File: config.mk
export PLATFORM = sky130hd
export DESIGN_NAME = sfft_frame_scheduler
export DESIGN_NICKNAME = d
export VERILOG_FILES = /design/src/rtl/sfft_frame_scheduler.sv
export SDC_FILE = /design/constraint.sdc
export NUM_CORES = 1
export LEC_CHECK = 0
export ABC_AREA = 1
export BUFFER_PORTS_ARGS = -buffer_cell sky130_fd_sc_hd__buf_4
export CAP_MARGIN = 20
export CORE_MARGIN = 8
export CORE_UTILIZATION = 52
export CTS_BUF_LIST = sky130_fd_sc_hd__clkbuf_8
export DETAILED_ROUTE_END_ITERATION = 7
export HOLD_SLACK_MARGIN = 0.1
export PLACE_DENSITY = 0.9
export SYNTH_ARGS = -nofsm -noshare
export SYNTH_HDL_FRONTEND = slang
export SYNTH_SLANG_ARGS = --single-unit
File: constraint.sdc
create_clock -name clk -period 1.8 [get_ports clk]
set_input_delay 0.18 -clock clk [delete_from_list [all_inputs] [get_ports clk]]
set_output_delay 0.18 -clock clk [all_outputs]
set_load 0.01 [all_outputs]
File: src/rtl/sfft_frame_scheduler.sv
// rtl/sfft_frame_scheduler.sv - SFFT frame sequencer: input ring writes, hop-based frame launch,
// output bank double-buffering and frame/drop counters.
module sfft_frame_scheduler #(
   parameter int NFFT               = 512,
   parameter int HOP                = 128,
   parameter int SAMPLE_WIDTH       = 24,
   parameter int TIME_COUNTER_WIDTH = 32,
   localparam int AW                = (NFFT > 1) ? $clog2(NFFT) : 1
) (
   input  logic                          clk,
   input  logic                          reset,
   input  logic                          advance,
   input  logic [SAMPLE_WIDTH-1:0]       sample_in,
   input  logic                          fft_busy,
   input  logic                          fft_done,
   input  logic                          read_lock,
   output logic                          buf_wr_en,
   output logic [AW-1:0]                 buf_wr_addr,
   output logic [SAMPLE_WIDTH-1:0]       buf_wr_data,
   output logic                          fft_start,
   output logic [AW-1:0]                 fft_base_addr,
   output logic                          write_bank,
   output logic                          read_bank,
   output logic                          output_valid,
   output logic [TIME_COUNTER_WIDTH-1:0] frame_count,
   output logic [15:0]                   dropped_frames
);

   localparam int HW = $clog2(NFFT + 1) + 1;
   localparam int FW = $clog2(NFFT + 1);

   typedef enum logic [2:0] {
      S_FILL,
      S_WAIT_HOP,
      S_START,
      S_RUN,
      S_COMMIT
   } state_t;

   state_t                        state_q, state_d;
   logic                          adv_q, adv_d;
   logic [AW-1:0]                 wr_ptr_q, wr_ptr_d;
   logic [HW-1:0]                 hop_cnt_q, hop_cnt_d;
   logic [FW-1:0]                 fill_cnt_q, fill_cnt_d;
   logic                          buf_wr_en_q, buf_wr_en_d;
   logic [AW-1:0]                 buf_wr_addr_q, buf_wr_addr_d;
   logic [SAMPLE_WIDTH-1:0]       buf_wr_data_q, buf_wr_data_d;
   logic                          fft_start_q, fft_start_d;
   logic [AW-1:0]                 fft_base_addr_q, fft_base_addr_d;
   logic                          write_bank_q, write_bank_d;
   logic                          read_bank_q, read_bank_d;
   logic                          output_valid_q, output_valid_d;
   logic [TIME_COUNTER_WIDTH-1:0] frame_count_q, frame_count_d;
   logic [15:0]                   dropped_q, dropped_d;
   logic                          adv_rise;
   logic                          hop_full;

   assign adv_rise = advance & ~adv_q;
   assign hop_full = (hop_cnt_q == HW'(HOP));

   always_comb begin
      state_d         = state_q;
      adv_d           = advance;
      wr_ptr_d        = wr_ptr_q;
      hop_cnt_d       = hop_cnt_q;
      fill_cnt_d      = fill_cnt_q;
      buf_wr_en_d     = 1'b0;
      buf_wr_addr_d   = buf_wr_addr_q;
      buf_wr_data_d   = buf_wr_data_q;
      fft_start_d     = 1'b0;
      fft_base_addr_d = fft_base_addr_q;
      write_bank_d    = write_bank_q;
      read_bank_d     = read_bank_q;
      output_valid_d  = output_valid_q;
      frame_count_d   = frame_count_q;
      dropped_d       = dropped_q;

      if (adv_rise) begin
         buf_wr_en_d   = 1'b1;
         buf_wr_addr_d = wr_ptr_q;
         buf_wr_data_d = sample_in;
         wr_ptr_d      = wr_ptr_q + AW'(1);
         hop_cnt_d     = hop_cnt_q + HW'(1);
      end

      // A hop completing while the previous frame is still in flight is skipped.
      if ((state_q == S_RUN || state_q == S_COMMIT) && adv_rise &&
          (hop_cnt_q + HW'(1)) == HW'(HOP)) begin
         hop_cnt_d = '0;
         if (dropped_q != 16'hFFFF) begin
            dropped_d = dropped_q + 16'd1;
         end
      end

      case (state_q)
         S_FILL: begin
            hop_cnt_d = '0;
            if (adv_rise) begin
               if (fill_cnt_q == FW'(NFFT - 1)) begin
                  fill_cnt_d = '0;
                  state_d    = S_START;
               end else begin
                  fill_cnt_d = fill_cnt_q + FW'(1);
               end
            end
         end
         S_WAIT_HOP: begin
            if (hop_full) begin
               state_d = S_START;
            end
         end
         S_START: begin
            if (!fft_busy) begin
               fft_start_d     = 1'b1;
               fft_base_addr_d = wr_ptr_q;
               hop_cnt_d       = adv_rise ? HW'(1) : '0;
               state_d         = S_RUN;
            end
         end
         S_RUN: begin
            if (fft_done) begin
               state_d = S_COMMIT;
            end
         end
         S_COMMIT: begin
            if (!read_lock) begin
               write_bank_d   = ~write_bank_q;
               read_bank_d    = ~read_bank_q;
               output_valid_d = 1'b1;
               frame_count_d  = frame_count_q + TIME_COUNTER_WIDTH'(1);
               state_d        = hop_full ? S_START : S_WAIT_HOP;
            end
         end
         default: begin
            state_d = S_FILL;
         end
      endcase
   end

   always_ff @(posedge clk) begin
      if (reset) begin
         state_q         <= S_FILL;
         adv_q           <= 1'b1;
         wr_ptr_q        <= '0;
         hop_cnt_q       <= '0;
         fill_cnt_q      <= '0;
         buf_wr_en_q     <= 1'b0;
         buf_wr_addr_q   <= '0;
         buf_wr_data_q   <= '0;
         fft_start_q     <= 1'b0;
         fft_base_addr_q <= '0;
         write_bank_q    <= 1'b0;
         read_bank_q     <= 1'b1;
         output_valid_q  <= 1'b0;
         frame_count_q   <= '0;
         dropped_q       <= '0;
      end else begin
         state_q         <= state_d;
         adv_q           <= adv_d;
         wr_ptr_q        <= wr_ptr_d;
         hop_cnt_q       <= hop_cnt_d;
         fill_cnt_q      <= fill_cnt_d;
         buf_wr_en_q     <= buf_wr_en_d;
         buf_wr_addr_q   <= buf_wr_addr_d;
         buf_wr_data_q   <= buf_wr_data_d;
         fft_start_q     <= fft_start_d;
         fft_base_addr_q <= fft_base_addr_d;
         write_bank_q    <= write_bank_d;
         read_bank_q     <= read_bank_d;
         output_valid_q  <= output_valid_d;
         frame_count_q   <= frame_count_d;
         dropped_q       <= dropped_d;
      end
   end

   assign buf_wr_en      = buf_wr_en_q;
   assign buf_wr_addr    = buf_wr_addr_q;
   assign buf_wr_data    = buf_wr_data_q;
   assign fft_start      = fft_start_q;
   assign fft_base_addr  = fft_base_addr_q;
   assign write_bank     = write_bank_q;
   assign read_bank      = read_bank_q;
   assign output_valid   = output_valid_q;
   assign frame_count    = frame_count_q;
   assign dropped_frames = dropped_q;

endmodule

==> impl_metrics.env <==
export IMPL_worst_setup_path_type="reg2reg"
export IMPL_clock_latency_ps=470
export IMPL_cts_tree="done"
export IMPL_synthesis_nets=944
export IMPL_finalSetupTns_ps=-1290
export IMPL_yosys_area_top_type="dfxtp_1"
export IMPL_grt_ovfl_total=0
export IMPL_start_util=0.531
export IMPL_reg2reg_from="hop_cnt_q[0]"
export IMPL_min_from="read_lock"
export IMPL_synth_compound_area_share=0.119
export IMPL_dieArea_mm2=0.0161
export IMPL_cts_root_buf="clkbuf_8"
export IMPL_rows=40
export IMPL_hold_depth=5
export IMPL_setup_worst_path_start="hop_cnt_q[0]"
export IMPL_drc=2
export IMPL_grt_usage=0.237
export IMPL_cts_htree_levels=4
export IMPL_area_growth_pct=36.7
export IMPL_setup_viol=21
export IMPL_slew_viol_final=0
export IMPL_synth_ff_type="dfxtp_1"
export IMPL_fmax_mhz=514
export IMPL_ys_seq_elements=129
export IMPL_peakVddDrop_v=0.000612
export IMPL_setup_slack_ps=-145
export IMPL_grt_first_pass_wirelength_mm=31.3
export IMPL_postSynth_asyncResetShare=0
export IMPL_place_congestion=0.880
export IMPL_post_drt_via_cell_ratio=5.68
export IMPL_instances_no_fill=1258
export IMPL_first_pass_iters=8
export IMPL_drt_iter0_markers=860
export IMPL_clock_path_buffers=2
export IMPL_core_area_mm2=0.0120
export IMPL_whs_endpoint="state_q[2]"
export IMPL_ios=125
export IMPL_numCtsBuffers=17
export IMPL_synth_xor_area_frac=0.0371
export IMPL_power_leakage_nw=3.71
export IMPL_maxCapViolCount=0
export IMPL_avgSynthCellArea_um2=7.03
export IMPL_dp_hpwl_mm=12.7
export IMPL_post_drt_wl_per_cell_um=16.2
export IMPL_fin_worst_skew_ps=17.9
export IMPL_rr_endpoint="hop_cnt_q[2]"
export IMPL_r2r_cells=10
export IMPL_worst_r2r_setup_slack_ps=-150
export IMPL_ant_nets=0
export IMPL_drive_gt1_frac=0.277
export IMPL_nets=1136
export IMPL_grt_start_max_net_pins=49
export IMPL_hold_class="in2reg"
export IMPL_wl_mm=20.4
export IMPL_critPathMaxFanout=5
export IMPL_die_h_um=127
export IMPL_fin_crit_sh=1.08
export IMPL_netlist_instances=907
export IMPL_yosys_area_share_simple=0.348
export IMPL_seq_area_frac_synth=0.405
export IMPL_cts_sinks=129
export IMPL_first_global_vias=6500
export IMPL_path_clk_slew_ps=80
export IMPL_muxShareOfSynthArea=0
export IMPL_hold_viol=0
export IMPL_critical_path_max_stage_delay_ps=390
export IMPL_cp_slowest_cell="dfxtp_4"
export IMPL_p_per_area_mw_per_mm2=666
export IMPL_place_inst=1190
export IMPL_worstSetupEndpointType="flip-flop"
export IMPL_cp_required_ps=2170
export IMPL_die_width_um=127
export IMPL_ys_types=34
export IMPL_min_period_ps=1950
export IMPL_syn_cell_area_mm2=0.00637
export IMPL_synth_top_family_by_area="simple AND/OR/NAND/NOR gates"
export IMPL_final_area_mm2=0.00871
export IMPL_violations="design-rule violations, negative setup slack"
export IMPL_place_port_buffers=124
export IMPL_antenna_found_initial=1
export IMPL_worst_pin_slew_ps=558
export IMPL_synth_edff_count=0
export IMPL_yosys_warnings=0
export IMPL_path_cells="ha_4 -> nand2_4 -> nor2_4 -> buf_4 -> nand4_1 -> nand2_2 -> nor2_8 -> nand3_4 -> nand3_1 -> nor2_1"
export IMPL_yosys_area_share_adder=0.0137
export IMPL_synth_area_leaders="dfxtp_1, nand2_1, nor2_1"
export IMPL_slew_limit_headroom=0.628
export IMPL_yosysTopAreaCellShare=0.405
export IMPL_status="finished with violations"
export IMPL_arrival_ps=2310
export IMPL_place_area_mm2=0.00770
export IMPL_routed_via_count=7146
export IMPL_cp_start_kind="flip-flop"
export IMPL_grt_setup_unrepaired="yes"
## worst max-delay path by stage
stage / end / cells after the start
final: hop_cnt_q[2] / 10
after global routing: dropped_frames[0] / 12
after CTS: dropped_frames[6] / 12
after detailed placement: dropped_frames[2] / 10
after global placement: dropped_frames[10] / 12
after floorplan: dropped_frames[6] / 12
## metal layers
metal / vias to the layer above / global-route usage / share of wire
li1: 3346 / - / -
met2: 380 / 0.399 / 0.49
met5: - / 0 / 0
met3: 110 / 0.0566 / 0.070
met1: 3310 / 0.266 / 0.39
met4: 0 / 0.148 / 0.050
## placed cells by master (no fill, tap or decap), types with 6 or more instances in the layout
cell,n
nand2_2,18
clkbuf_8,19
nor3_1,27
nand3_1,44
xnor2_1,9
nor3_2,7
o21ai_1,6
nor2_1,143
nor2_2,12
buf_4,168
nand2_4,10
inv_1,92
nor2_4,12
o21ai_0,66
dfxtp_1,119
nand2_1,143
nand4_1,31
nand3_2,6
inv_2,11
a211oi_1,9
nand3_4,7
dfxtp_2,6
a21oi_1,55
dlygate4sd3_1,26
xor2_1,18
## report_power, final
part	total, mW	switching, mW	internal [mW]
sequential	2.91	0.0267	2.89
clock	2.53	1.23	1.30
combinational	0.358	0.188	0.170
## cell usage after synthesis, types with 2 or more instances
library cell / number
xnor2_1: 9
nand2_1: 161
nand3_1: 49
nand3_4: 4
inv_1: 100
and3_1: 2
o21ai_1: 5
nand3_2: 4
a21oi_1: 55
buf_1: 2
nor2_2: 3
dfxtp_1: 129
ha_1: 7
xor2_1: 18
nor2_4: 9
nand2_2: 6
o21ai_0: 69
nand2_4: 4
nor2_1: 154
clkbuf_1: 22
inv_2: 4
buf_2: 2
nand4_1: 31
nor2_8: 3
a31oi_1: 2
a211oi_1: 9
nor3b_1: 4
nor3_1: 34
## logic make-up (layout without fill, tap and decap cells)
family,Yosys count,in the layout
simple gates,470,471
compound gates,144,144
buf+inv,130,332
flops,129,129
xor+xnor,27,27
fa+ha+maj,7,7
other cells,0,1
## metrics by stage
stage	utilization	setup slack [ps]	hold slack, ps	power (mW)
floorplan	-	32.7	287	3.12
global placement	0.641	-9.86	380	3.26
detailed placement	0.641	-125	381	3.27
CTS	0.707	1.36	106	5.78
global route	0.726	-192	134	5.96
finish	0.726	-145	121	5.81
## layout make-up
type / count / area, um^2
Sequential cell: 129 / 2610
Inverter: 104 / 393
Timing Repair Buffer: 198 / 1580
Clock inverter: 11 / 129
Fill cell: 844 / 3300
Multi-Input combinational cell: 649 / 3560
Antenna cell: 1 / 2.50
Clock buffer: 19 / 262
Tap cell: 147 / 184
## sequential cells by signal, summed over array words and instances, names as in the netlist
signal / count
adv_q: 1
buf_wr_addr: 9
buf_wr_data: 24
buf_wr_en: 1
dropped_frames: 16
fft_base_addr: 9
fft_start: 1
fill_cnt_q: 10
frame_count: 32
hop_cnt_q: 11
output_valid: 1
read_bank: 1
state_q: 3
wr_ptr_q: 9
write_bank: 1
## critical path: cells and delay by family, from the launching register on
kind,cells,cell delay [ps]
simple gates,8,1150
flops,1,390
fa+ha+maj,1,180
buf+inv,1,140
## what timing repair did
| item | CTS | global route |
|---|---|---|
| buffers inserted | 3 | 7 |
| hold buffers | 26 | 0 |
| gates cloned | 1 | 0 |
| setup endpoints to repair | 23 | 37 |
| resized for setup | 32 | 56 |
| pin swaps | 12 | 30 |
| hold endpoints to repair | 26 | 0 |
(Power assumes the default switching activity.)
